**config.mk**
```make
export PLATFORM = sky130hd
export DESIGN_NAME = levenshtein_search_scheduler
export DESIGN_NICKNAME = d
export VERILOG_FILES = /design/src/rtl/levenshtein_search_scheduler.sv
export SDC_FILE = /design/constraint.sdc
export NUM_CORES = 1
export LEC_CHECK = 0
export BUFFER_PORTS_ARGS = -buffer_cell sky130_fd_sc_hd__buf_4
export CORE_ASPECT_RATIO = 1.2
export CORE_UTILIZATION = 59
export DETAILED_ROUTE_END_ITERATION = 8
export PLACE_DENSITY = 0.87
export SETUP_SLACK_MARGIN = 0.4
export SLEW_MARGIN = 20
export SYNTH_ARGS = -nofsm -noshare
export SYNTH_HDL_FRONTEND = slang
export SYNTH_SLANG_ARGS = --single-unit
```
**constraint.sdc**
```tcl
create_clock -name aclk -period 8.8 [get_ports aclk]
set_input_delay 2.2 -clock aclk [delete_from_list [all_inputs] [get_ports aclk]]
set_output_delay 2.2 -clock aclk [all_outputs]
set_load 0.005 [all_outputs]
```
**src/rtl/levenshtein_search_scheduler.sv**
```systemverilog
// levenshtein_search_scheduler: walks a zero-terminated word dictionary, streams characters to a comparator and tracks the best edit distance.
module levenshtein_search_scheduler #(
  parameter int ADDR_WIDTH = 12,
  parameter int MAX_LEN    = 8,
  parameter int TIMEOUT    = 255
) (
  input  logic                  aclk,
  input  logic                  areset,
  input  logic                  start,
  input  logic [ADDR_WIDTH-1:0] base_addr,
  output logic                  mem_rd,
  output logic [ADDR_WIDTH-1:0] mem_addr,
  input  logic [7:0]            mem_rdata,
  output logic                  m_axis_tvalid,
  output logic [7:0]            m_axis_tdata,
  output logic                  m_axis_tuser,
  input  logic                  s_axis_tvalid,
  input  logic [7:0]            s_axis_tdata,
  output logic                  busy,
  output logic                  done,
  output logic [7:0]            best_distance,
  output logic [15:0]           best_index,
  output logic [15:0]           word_count,
  output logic                  timeout
);
  localparam int LW = $clog2(MAX_LEN + 1);
  localparam logic [LW-1:0] MAX_L = LW'(MAX_LEN);
  localparam logic [15:0] TO = 16'(TIMEOUT);
  typedef enum logic [2:0] {IDLE, READ, CHECK, WAIT, DONE} state_t;
  state_t state, state_n;
  logic [ADDR_WIDTH-1:0] addr;
  logic [LW-1:0] len;
  logic [15:0] wcnt, wcnt_n;
  logic first, wrap, hit, zero;
  assign wcnt_n   = wcnt + 16'd1;
  assign hit      = wcnt_n == TO;
  assign wrap     = &addr;
  assign zero     = mem_rdata == 8'd0;
  assign mem_rd   = state == READ;
  assign mem_addr = addr;
  assign busy     = state != IDLE;
  assign done     = state == DONE;
  always_comb begin
    state_n = state;
    case (state)
      IDLE:    state_n = start ? READ : IDLE;
      READ:    state_n = CHECK;
      CHECK:   state_n = (zero && first) || wrap ? DONE : zero ? WAIT : READ;
      WAIT:    state_n = s_axis_tvalid ? (s_axis_tdata == 8'd0 ? DONE : READ) : hit ? DONE : WAIT;
      DONE:    state_n = IDLE;
      default: state_n = IDLE;
    endcase
  end
  always_ff @(posedge aclk or posedge areset) begin
    if (areset) begin
      state         <= IDLE;
      addr          <= '0;
      len           <= '0;
      wcnt          <= '0;
      first         <= 1'b1;
      m_axis_tvalid <= 1'b0;
      m_axis_tdata  <= 8'd0;
      m_axis_tuser  <= 1'b0;
      best_distance <= 8'hFF;
      best_index    <= 16'd0;
      word_count    <= 16'd0;
      timeout       <= 1'b0;
    end else begin
      state         <= state_n;
      m_axis_tvalid <= 1'b0;
      case (state)
        IDLE: if (start) begin
          addr          <= base_addr;
          best_distance <= 8'hFF;
          best_index    <= 16'd0;
          word_count    <= 16'd0;
          timeout       <= 1'b0;
          first         <= 1'b1;
          len           <= '0;
        end
        CHECK: if (!zero) begin
          if (len < MAX_L) begin
            m_axis_tvalid <= 1'b1;
            m_axis_tdata  <= mem_rdata;
            m_axis_tuser  <= first;
            len           <= len + 1'b1;
          end
          first <= 1'b0;
          addr  <= addr + 1'b1;
        end else if (!first) begin
          addr <= addr + 1'b1;
          wcnt <= 16'd0;
        end
        WAIT: if (s_axis_tvalid) begin
          if (s_axis_tdata < best_distance) begin
            best_distance <= s_axis_tdata;
            best_index    <= word_count;
          end
          word_count <= word_count == 16'hFFFF ? word_count : word_count + 16'd1;
          first      <= 1'b1;
          len        <= '0;
        end else begin
          wcnt <= wcnt_n;
          if (hit) timeout <= 1'b1;
        end
        default: ;
      endcase
    end
  end
endmodule

```
==> flow_summary.toml <==
[routing]
via_count = 4097
via_per_inst = 6.21
drc = 0
post_drt_wl_per_cell_um = 16.7
drtIter0Drc = 294
ant_nets = 0
wl_um = 11000
drt_pass1_iterations = 5

[sta]
slew_headroom_pct = 41.5
timing.setup.tns_ns = 0
clock_skew_ns = 0.00836
holdWs_ns = 0.485
worst_slew_pin_slew_ns = 0.878
hold_viol_final = 0
setup_viol = 0
max_freq_mhz = 246
rsz0062_at_grt = "no"
min_period_over_period_pct = 46.1
post-route-min-period_ns = 4.06
slew_violations = 0

[cells_and_area]
drive_above_1_share_pct = 24.6
n_antenna_cell = 0
areaGrowthSynthToFinish_pct = 20.9
final_nets = 610
finalInstanceArea_mm2 = 0.00556

[synth]
ys.flop_type = "dfrtp_1"
ys_seq_area_share_pct = 47.6
ys_seq_elements = 87
synth_area_mm2 = 0.00460
synth_cell_types = 62
synth_enable_flop_cells = 0
async_reset_ff_share_pct = 100
syn_inst = 478
syn_avg_cell_area_um2 = 9.62
yosys_warnings = 0
syn_nets = 522

[placed_design]
place_congestion = 0.860
port_buffers = 97
place_hpwl_um = 7730
placed_cell_area_mm2 = 0.00536

[run_status]
status = "finished, final reports clean"

[critical_path]
path_max_fanout = 12
start_kind = "input port"
cpMaxStageDelayCell = "a21oi_1"
slowest_delay_ns = 0.71
timing_worst_setup_path_type = "input port to flop"
arrival_ns = 4.30
path_cells = "buf_4 -> or4_1 -> nor2_1 -> nand2_1 -> a21oi_1 -> a21oi_1 -> o22a_1"
setup.worst_path.end_class = "flop"
crit_top_cell = "a21oi_1"
cp.required_ns = 9.04

[floorplan]
core_mm2 = 0.00740
dieWidth_um = 82.6
io_pins = 98
dieArea_mm2 = 0.00815
start_util_pct = 62.1
rows = 34
die_h_um = 98.7

[clocking]
post_cts_resized = 0
ctsHoldBuffers = 0
root_buffer = "clkbuf_8"
path_clk_slew_ns = 0.08
cts_max_path_buffers = 2
cts_made_buffers = 9
cts.sinks = 87
cts_tree = "built"
post_cts_buffers = 0
h-tree-depth = 3
clk-insertion-delay-late_ns = 0.36

[power_and_ir_drop]
p_int_uw = 894
p_clk_share_pct = 19.5
comb_power_share_pct = 38.4
leakagePower_nw = 2.68
ir_worst_vdd_mv = 0.229
p_switching_uw = 565
pwr-share-seq_pct = 42.1
p_per_area_mw_per_mm2 = 262
p_sw_share_pct = 38.7

[global_route]
grt_pass1_vias = 3920
grt_max_degree = 88
track_usage_pct = 28.4
gr-total-overflow = 0
antenna_found_initial = 0
grt_pass1_wl_um = 17800

[hold_path]
worstHoldPathType = "flop to flop"

[job]
maxCapViolCount = 0
-- final cells by class --
type / count / area [µm²]
multi-input cells: 347 / 2230
clock buffers: 13 / 159
repair buffers: 100 / 754
well taps: 90 / 113
fillers: 524 / 1840
clock inverters: 2 / 38.8
inverters: 21 / 80.1
flip-flops and latches: 87 / 2190
-- critical path, delay by kind of cell --
family / cells / cell delay, ns
AO/OA/AOI/OAI: 3 / 1.01
AND/OR/NAND/NOR: 3 / 0.97
buffers and inverters: 1 / 0.11
-- routing by layer --
layer  vias up  global-route usage (%)  wire [µm]
met5         -                       0          0
met1      2025                    35.5       4500
met3        26                    4.44        503
li1       1906                       -          -
met4         0                    12.1        292
met2       140                    48.2       5700
-- worst paths after layout --
path	startpoint	end	slack (ns)	cells after the start
min	m_axis_tdata[4]	m_axis_tdata[4]	0.48	2
max reg2reg	state[1]	mem_addr[9]	6.24	7
max	mem_rdata[5]	mem_addr[9]	4.74	7
min reg2reg	m_axis_tdata[4]	m_axis_tdata[4]	0.48	2
max in group asynchronous	areset	wcnt[14]	6.23	3
min in group asynchronous	areset	best_index[12]	2.06	3
-- cell usage in the layout (no fill, tap or decap), types with 12 or more instances in the layout --
cell,count
buf_4,99
ha_1,12
nand3_1,18
o21ai_1,19
inv_1,18
nand4_1,14
nand2_1,48
dfrtp_1,78
a21oi_1,22
nor2_1,47
o21ai_0,26
a22o_1,21
-- metrics by stage --
stage	cells	worst slack, ns	utilization (%)	total power [mW]
3_5_place_dp	645	4.45	72.4	1.17
3_3_place_gp	645	4.52	72.4	1.15
4_1_cts	660	4.81	75.1	1.46
5_1_grt	660	4.67	75.1	1.55
6_report	660	4.74	75.1	1.46
2_1_floorplan	478	4.36	-	0.963
-- cell usage after synthesis, drive strengths merged, types with 4 or more instances --
cell type | number | area [µm²]
inv | 21 | 78.8
nor4 | 7 | 73.8
nand2 | 48 | 180
ha | 12 | 150
clkbuf | 10 | 37.5
nor3 | 5 | 25.0
a21o | 5 | 37.5
a21oi | 22 | 110
xor2 | 11 | 96.3
nand2b | 6 | 37.5
o31ai | 4 | 30.0
a2bb2oi | 8 | 70.1
nand4 | 14 | 87.6
o21ai | 46 | 241
and3 | 11 | 70.1
dfstp | 9 | 236
a22o | 21 | 184
xnor2 | 5 | 43.8
dfrtp | 78 | 1950
buf | 13 | 66.3
and2 | 4 | 25.0
or3 | 4 | 25.0
nand3 | 22 | 153
nor2 | 47 | 176
a31oi | 5 | 37.5
mux2i | 4 | 40.0
-- flip-flops by register name, indices dropped and copies added (netlist names), 3 cells and up --
register       cells
best_index        16
wcnt              16
word_count        16
mem_addr          12
best_distance      8
m_axis_tdata       8
len                4
state              3
-- power groups by stage --
stage | logic, mW | clock network (mW) | registers [mW]
global placement | 0.532 | 0 | 0.614
global route | 0.622 | 0.304 | 0.629
finish | 0.560 | 0.284 | 0.614
detailed placement | 0.558 | 0 | 0.616
floorplan | 0.381 | 0 | 0.581
CTS | 0.561 | 0.286 | 0.611
-- cells by family (layout without fill, tap and decap cells) --
kind of cell             after synthesis  count (layout)  share of synthesized area, %
adder cells (fa/ha/maj)               12              12                          3.27
AND/OR/NAND/NOR                      180             180                          20.8
XOR/XNOR                              16              16                          3.05
multiplexers                           4               4                         0.871
AO/OA/AOI/OAI                        135             135                          20.4
flip-flops                            87              87                          47.6
buffers and inverters                 44             136                          3.97
Power figures use the tool's default switching activity.
